==> config.mk <==
export PLATFORM = sky130hd
export DESIGN_NAME = instr_fetch_unit
export DESIGN_NICKNAME = d
export VERILOG_FILES = /design/src/rtl/instr_fetch_unit.sv
export SDC_FILE = /design/constraint.sdc
export NUM_CORES = 1
export LEC_CHECK = 0
export BUFFER_PORTS_ARGS = -buffer_cell sky130_fd_sc_hd__clkbuf_2
export CORE_MARGIN = 10
export CORE_UTILIZATION = 56
export CTS_CLUSTER_SIZE = 14
export DETAILED_ROUTE_END_ITERATION = 7
export PLACE_DENSITY = 0.82
export SKIP_LAST_GASP = 1
export SLEW_MARGIN = 5
export SYNTH_ARGS = -nofsm -noshare
export SYNTH_HDL_FRONTEND = slang
export SYNTH_SLANG_ARGS = --single-unit
==> constraint.sdc <==
create_clock -name clk -period 5.6 [get_ports clk]
set_input_delay 1.12 -clock clk [delete_from_list [all_inputs] [get_ports clk]]
set_output_delay 1.12 -clock clk [all_outputs]
set_load 0.05 [all_outputs]
==> src/rtl/instr_fetch_unit.sv <==
// Fetch stage: owns the PC, issues in-order word requests to instruction memory under a
// credit limit, buffers responses with their PCs and presents them to decode.
module instr_fetch_unit #(
    parameter logic [31:0] RESET_PC   = 32'h0000_0000,
    parameter int          FIFO_DEPTH = 2
) (
    input  logic        clk,
    input  logic        rst,
    output logic        imem_req_valid,
    output logic [31:0] imem_req_addr,
    input  logic        imem_req_ready,
    input  logic        imem_resp_valid,
    input  logic [31:0] imem_resp_data,
    input  logic        redirect_valid,
    input  logic [31:0] redirect_pc,
    output logic        instr_valid,
    output logic [31:0] instr,
    output logic [31:0] instr_pc,
    input  logic        instr_ready
);

    localparam int          AW  = $clog2(FIFO_DEPTH);
    localparam int          CW  = AW + 1;
    localparam logic [31:0] NOP = 32'h0000_0013;

    typedef enum logic [1:0] {BOOT, RUN, DRAIN} state_t;

    state_t          state, state_n;
    logic [31:0]     pc, pc_n;
    logic [CW-1:0]   in_flight, in_flight_n, drop_cnt, drop_n, fifo_cnt, fifo_cnt_n;
    logic [AW-1:0]   f_rd, f_rd_n, f_wr, f_wr_n, q_rd, q_rd_n, q_wr, q_wr_n;
    logic [31:0]     f_data [FIFO_DEPTH];
    logic [31:0]     f_pc   [FIFO_DEPTH];
    logic [31:0]     q_pc   [FIFO_DEPTH];
    logic [CW:0]     occ;
    logic            pop, req_ok, acc, push;

    assign imem_req_valid = req_ok;
    assign imem_req_addr  = pc;

    // Credit counts the slot freed by a pop this cycle so a 1-cycle memory streams back to back.
    always_comb begin
        pop    = instr_valid && instr_ready;
        occ    = (CW+1)'(in_flight) + (CW+1)'(fifo_cnt) - (CW+1)'(pop);
        req_ok = (state == RUN) && (occ < (CW+1)'(FIFO_DEPTH));
        acc    = req_ok && imem_req_ready;
        push   = imem_resp_valid && !redirect_valid && (drop_cnt == '0) && (state == RUN);
    end

    always_comb begin
        state_n = state;
        drop_n  = drop_cnt;
        if (redirect_valid) begin
            drop_n = drop_cnt + in_flight + CW'(acc) - CW'(imem_resp_valid);
        end else if (imem_resp_valid && drop_cnt != '0) begin
            drop_n = drop_cnt - CW'(1);
        end
        case (state)
            BOOT:    state_n = RUN;
            RUN:     if (redirect_valid && drop_n != '0) state_n = DRAIN;
            DRAIN:   if (drop_n == '0) state_n = RUN;
            default: state_n = BOOT;
        endcase
    end

    always_comb begin
        pc_n        = pc;
        in_flight_n = in_flight + CW'(acc) - CW'(push);
        fifo_cnt_n  = fifo_cnt + CW'(push) - CW'(pop);
        f_rd_n      = f_rd + AW'(pop);
        f_wr_n      = f_wr + AW'(push);
        q_rd_n      = q_rd + AW'(push);
        q_wr_n      = q_wr + AW'(acc);
        if (acc) pc_n = pc + 32'd4;
        if (redirect_valid) begin
            pc_n        = {redirect_pc[31:2], 2'b00};
            in_flight_n = '0;
            fifo_cnt_n  = '0;
            f_rd_n      = '0;
            f_wr_n      = '0;
            q_rd_n      = '0;
            q_wr_n      = '0;
        end
    end

    always_ff @(posedge clk) begin
        if (rst) begin
            state     <= BOOT;
            pc        <= RESET_PC;
            in_flight <= '0;
            drop_cnt  <= '0;
            fifo_cnt  <= '0;
            f_rd      <= '0;
            f_wr      <= '0;
            q_rd      <= '0;
            q_wr      <= '0;
        end else begin
            state     <= state_n;
            pc        <= pc_n;
            in_flight <= in_flight_n;
            drop_cnt  <= drop_n;
            fifo_cnt  <= fifo_cnt_n;
            f_rd      <= f_rd_n;
            f_wr      <= f_wr_n;
            q_rd      <= q_rd_n;
            q_wr      <= q_wr_n;
        end
    end

    always_ff @(posedge clk) begin
        if (acc) q_pc[q_wr] <= pc;
        if (push) begin
            f_data[f_wr] <= imem_resp_data;
            f_pc[f_wr]   <= q_pc[q_rd];
        end
    end

    // Output register mirrors the next FIFO head; an entry pushed into an empty FIFO bypasses storage.
    always_ff @(posedge clk) begin
        if (rst) begin
            instr_valid <= 1'b0;
            instr       <= NOP;
            instr_pc    <= '0;
        end else if (fifo_cnt_n == '0) begin
            instr_valid <= 1'b0;
            instr       <= NOP;
            instr_pc    <= '0;
        end else if (fifo_cnt - CW'(pop) == '0) begin
            instr_valid <= 1'b1;
            instr       <= imem_resp_data;
            instr_pc    <= q_pc[q_rd];
        end else begin
            instr_valid <= 1'b1;
            instr       <= f_data[f_rd_n];
            instr_pc    <= f_pc[f_rd_n];
        end
    end

    a_no_overflow: assert property (@(posedge clk) disable iff (rst)
        !(push && fifo_cnt == CW'(FIFO_DEPTH) && !pop));

endmodule
Yosys cells after proc, flatten, opt, wreduce, memory -nomap -nowiden
Memory sizes are Yosys's and may differ from the RTL's. A register that Yosys moved wholly into a read port is not among the register bits.
Index checks and enable logic that the tools add are counted.
{"block": "op_classes", "reduce_logical": 20, "n_lt_le_gt_ge": 1, "eq_ne": 4, "mux": 17, "n_addsub": 16}
{"op": "2-to-1 mux 32 bit", "n": 4}
{"op": "adder 32 x 3 -> 32 bit, second input constant", "n": 1}
{"op": "zero test 2 bit", "n": 5}
{"op": "2-to-1 mux 2 bit", "n": 5}
{"op": "logical AND 1 bit", "n": 8}
{"op": "subtractor 2 x 1 -> 2 bit", "n": 4}
{"op": "2-to-1 mux 1 bit", "n": 7}
{"op": "adder 2 x 1 -> 2 bit", "n": 3}
{"op": "one-hot mux 2 bit (3 select lines)", "n": 1}
{"op": "nonzero test 2 bit", "n": 3}
{"op": "adder 1 bit", "n": 4}
{"op": "OR reduction 2 bit", "n": 2}
{"op": "adder 2 x 2 -> 3 bit", "n": 1}
{"op": "< comparator 3 x 2 -> 1 bit, second input constant", "n": 1}
{"op": "subtractor 3 x 1 -> 3 bit", "n": 1}
{"op": "adder 2 bit", "n": 1}
{"op": "equality test 2 x 1 -> 1 bit, second input constant", "n": 1}
{"op": "equality test 2 bit, second input constant", "n": 1}
{"op": "!= test 2 x 1 -> 1 bit, second input constant", "n": 1}
{"op": "!= test 2 bit, second input constant", "n": 1}
{"op": "AND reduction 2 bit", "n": 1}
{"op": "subtractor 2 x 1 -> 2 bit, second input constant", "n": 1}
{"op": "zero test 1 bit", "n": 1}
{"block": "totals", "ram_bits": 192, "reg_bits": 109, "in_bits": 70, "mem_count": 3, "elab_cells": 74}
{"memory": "f_data", "words": 2, "width": 32, "rd": 1, "rd_ports_with_merged_regs": 0, "wr": 1, "line": "32", "rtl": "logic [31:0] f_data [FIFO_DEPTH];"}
{"memory": "f_pc", "words": 2, "width": 32, "rd": 1, "rd_ports_with_merged_regs": 0, "wr": 1, "line": "33", "rtl": "logic [31:0] f_pc [FIFO_DEPTH];"}
{"memory": "q_pc", "words": 2, "width": 32, "rd": 1, "rd_ports_with_merged_regs": 1, "wr": 1, "line": "34", "rtl": "logic [31:0] q_pc [FIFO_DEPTH];"}

Depth between registers and ports, before layout
{"block": "depth", "ltp_word": 12, "depth_mapped": 13}

Least setup slack after synthesis
No wires, ideal clock.
{"block": "synth_timing", "path_kind": "input-to-reg", "from": "input port instr_ready", "to": "memory q_pc[1][10] (enable)", "path_buffers": 1, "path_stages": 9, "t_arrival_ns": 3.475, "setup_slack_ns": 1.736, "t_required_ns": 5.210, "path_cell_list": "nand2_1 -> xnor2_1 -> nand2_1 -> fa_1 -> and4b_1 -> buf_2 -> nand2_1 -> inv_1 -> ha_1"}
{"block": "synth_between", "elab_chain_len": 7}
{"element": "start, declared", "line": "19", "rtl": "input logic instr_ready"}
{"element": "logical AND 1 bit", "line": "43", "rtl": "pop = instr_valid && instr_ready;"}
{"element": "subtractor 3 x 1 -> 3 bit", "line": "44", "rtl": "occ = (CW+1)'(in_flight) + (CW+1)'(fifo_cnt) - (CW+1)'(pop);"}
{"element": "< comparator 3 x 2 -> 1 bit", "line": "45", "rtl": "req_ok = (state == RUN) && (occ < (CW+1)'(FIFO_DEPTH));"}
{"element": "logical AND 1 bit", "line": "45"}
{"element": "logical AND 1 bit", "line": "46", "rtl": "acc = req_ok && imem_req_ready;"}
{"element": "2-to-1 mux 1 bit", "line": "111", "rtl": "if (acc) q_pc[q_wr] <= pc;"}
{"element": "2-to-1 mux 1 bit (not written as such)", "line": "111"}
{"element": "end, declared", "line": "34"}
Every way passes these cells.

Worst setup path in the final report
{"block": "layout_timing", "from": "input port instr_ready", "to": "output port imem_req_valid"}
{"block": "layout_between", "elab_chain_len": 4}
{"element": "logical AND 1 bit", "line": "43"}
{"element": "subtractor 3 x 1 -> 3 bit", "line": "44"}
{"element": "< comparator 3 x 2 -> 1 bit", "line": "45"}
{"element": "logical AND 1 bit", "line": "45"}
{"element": "end, declared", "line": "9", "rtl": "output logic imem_req_valid,"}
Every way passes these cells.

==> out/metrics.csv <==
metric,value,unit
core area,19500,sq um
Slew Limit Fails,0,
status,"complete, no violations",
Fill cells,1403,
Diodes inserted,0,
routed wire length,24.0,mm
Max Clk Rate,241,MHz
global route hottest layer,met2,
IO Port Bufs,161,
simple-gate share of the synthesized area,0.0626,
CP Launch Type,input pin,
post-route ant nets,0,
DR vias,6771,
CP required,4.48,ns
hold endpoint,instr[4]$_SDFF_PP1_,
combinational family with the most area after synthesis,compound AO/OA/AOI/OAI gates,
Starting Density,0.567,
via/cell ratio,5.43,
worst hold path type,flip-flop to flip-flop,
reg-to-reg startpoint,instr_valid$_SDFF_PP0_,
"Seq/Total Area, Yosys",0.691,
TritonCTS sink count,289,
Pleak,4.77,nW
placer congestion estimate,0.851,
die footprint,25700,sq um
clock tree root buffer cell,clkbuf_16,
Ports,168,
initial antenna violation count,0,
M2 GR Usage,0.290,
GRT Util Overall,0.178,
max-cap violations,0,
xor/xnor share of the synthesized area,0.0324,
share of layout cells above drive strength 1,0.269,
DRT Pass-1 Iters,5,
"EDFF count, synth",184,
Min-Delay Startpoint,f_data[1][4]$_DFFE_PP_,
Fin. Hold Viols,0,
Die H,160,microns
global route overflow,0,
Worst VDD drop,0.000284,V
CTS tree,built,
vias in the first global route,6751,
Slew headroom,0.219,
largest net degree at the start of global routing,122,
Die X,160,microns
Clock Tree Buf Depth,3,
crit end category,primary output,
"commonest non-fill, non-tap cell in the layout",edfxtp_1,
#FFs+latches synth,289,
row count,51,
"Async S/R FF share, synth",0,
Post-Synth Adder-Cell Area,0.0172,
Fin Setup TNS,0,ns
drt wl/cell,19.3,microns
first-pass GRT wire length,37.1,mm
post-synthesis mux area share,0.0851,
Worst R2R End,state[1]$_SDFFE_PP0P_,
slew at the pin closest to its max-slew limit,1.17,ns
period utilization,0.740,
Worst Path Arrival,3.02,ns
Layout area overhead,18.3,%
Main synth FF type,edfxtp_1,
H-tree depth,1,
dpl hpwl,15.4,mm
post-CTS sizing,0,
reg2reg path depth,12,
Syn Inst Count,798,
total clock buffers created by CTS,29,
Remaining DRCs,0,
Cell Pwr Density,362,nW/um^2
Worst-path clk slew,0.06,ns
Nets,1043,
most frequent cells in the layout,"edfxtp_1 (184), clkbuf_2 (161), dfxtp_1 (105), a21oi_1 (73), o21ai_0 (64)",
yosys warns,0,
skew final,0.0118,ns
r2r setup slk,1.97,ns
post-synthesis compound-gate area fraction,0.0869,
Post-Syn Area,11000,sq um
Hold Crit Depth,2,
Layout Utilization,0.671,
Post CTS Setup Buffer Count,0,
endpoints failing setup,0,
Tmin final,4.14,ns
Pwr Total,4.73,mW
# hold bufs at CTS,0,
First DRT Iteration DRCs,484,
CP max FO,6,
worst skew pair latency,0.53,ns
Avg Inst Size Synth,13.8,sq um
unrepaired setup endpoints after global routing,no,
Cell variety after synth,47,
met1 usage,0.230,
met3 usage,0.0406,
CP Class,input pin to primary output,
## how the worst max path moves through the flow
| stage | depth (start not counted) | endpoint | slack [ns] | startpoint |
|---|---|---|---|---|
| floorplan | 9 | q_pc[1][10]$_DFFE_PP_ | 1.74 | instr_ready |
| global placement | 13 | state[1]$_SDFFE_PP0P_ | 1.34 | instr_ready |
| detailed placement | 13 | state[1]$_SDFFE_PP0P_ | 1.28 | instr_ready |
| CTS | 8 | imem_req_valid | 1.48 | instr_ready |
| global route | 8 | imem_req_valid | 1.35 | instr_ready |
| finish | 8 | imem_req_valid | 1.46 | instr_ready |
## synthesized netlist by cell type, drive strengths merged, types with 14 or more instances
| library cell | instances | area share |
|---|---|---|
| nand2 | 22 | 0.0075 |
| inv | 18 | 0.0061 |
| nor2 | 36 | 0.012 |
| a21oi | 75 | 0.034 |
| xnor2 | 23 | 0.018 |
| edfxtp | 184 | 0.50 |
| xor2 | 17 | 0.014 |
| nand4 | 14 | 0.0085 |
| clkbuf | 23 | 0.0078 |
| dfxtp | 105 | 0.19 |
| o21ai | 64 | 0.029 |
| mux2i | 59 | 0.053 |
| buf | 23 | 0.011 |
| mux2 | 31 | 0.032 |
| a211oi | 24 | 0.017 |
## stage by stage
step / worst slack, ns / area [sq um] / hold slack (ns) / instances
floorplan: 1.74 / 11100 / 0.489 / 801
global placement: 1.34 / 12100 / 0.496 / 1193
detailed placement: 1.28 / 12100 / 0.518 / 1193
CTS: 1.48 / 13100 / 0.526 / 1247
global route: 1.35 / 13100 / 0.551 / 1247
finish: 1.46 / 13100 / 0.521 / 1247
## state kept, by name, indices dropped and copies added, names as in the netlist
signal / count
drop_cnt: 2
f_data: 64
f_pc: 60
f_rd: 1
f_wr: 1
fifo_cnt: 2
imem_req_addr: 30
in_flight: 2
instr: 32
instr_pc: 30
instr_valid: 1
q_pc: 60
q_rd: 1
q_wr: 1
state: 2
## area by class of cell
class | count | area [sq um] | share of cell area
multi-input cells | 447 | 3190 | 0.244
repair buffers | 173 | 896 | 0.0686
clock buffers | 39 | 793 | 0.0607
inverters | 19 | 71.3 | 0.00546
flip-flops and latches | 289 | 7630 | 0.584
clock inverters | 15 | 151 | 0.0116
well taps | 265 | 332 | 0.0254
## routing by layer
layer,routed length (microns),part of all wire
met1,10300,0.43
met2,11600,0.48
met3,1590,0.066
met4,551,0.023
met5,0,0
## worst max-delay path, stage by stage
cell and delay (ns):
clkbuf_2 0.10, nand2_1 0.11, xnor2_1 0.30, nand2_1 0.11, fa_1 0.45, xor2_2 0.31, and3_1 0.23, clkbuf_2 0.29
## report_power, final
| group | switching [mW] | internal [mW] |
|---|---|---|
| clock network | 0.769 | 1.13 |
| logic | 0.295 | 0.127 |
| registers | 0.0519 | 2.36 |
## logic make-up (layout without fill, tap and decap cells)
group	count (synthesis)	in the layout
compound gates	173	173
mux	90	90
buf+inv	65	246
simple gates	126	126
xor+xnor	40	40
flops	289	289
fa+ha+maj	14	14
other cells	1	4
Note: power is estimated with default switching activity, not from simulation.
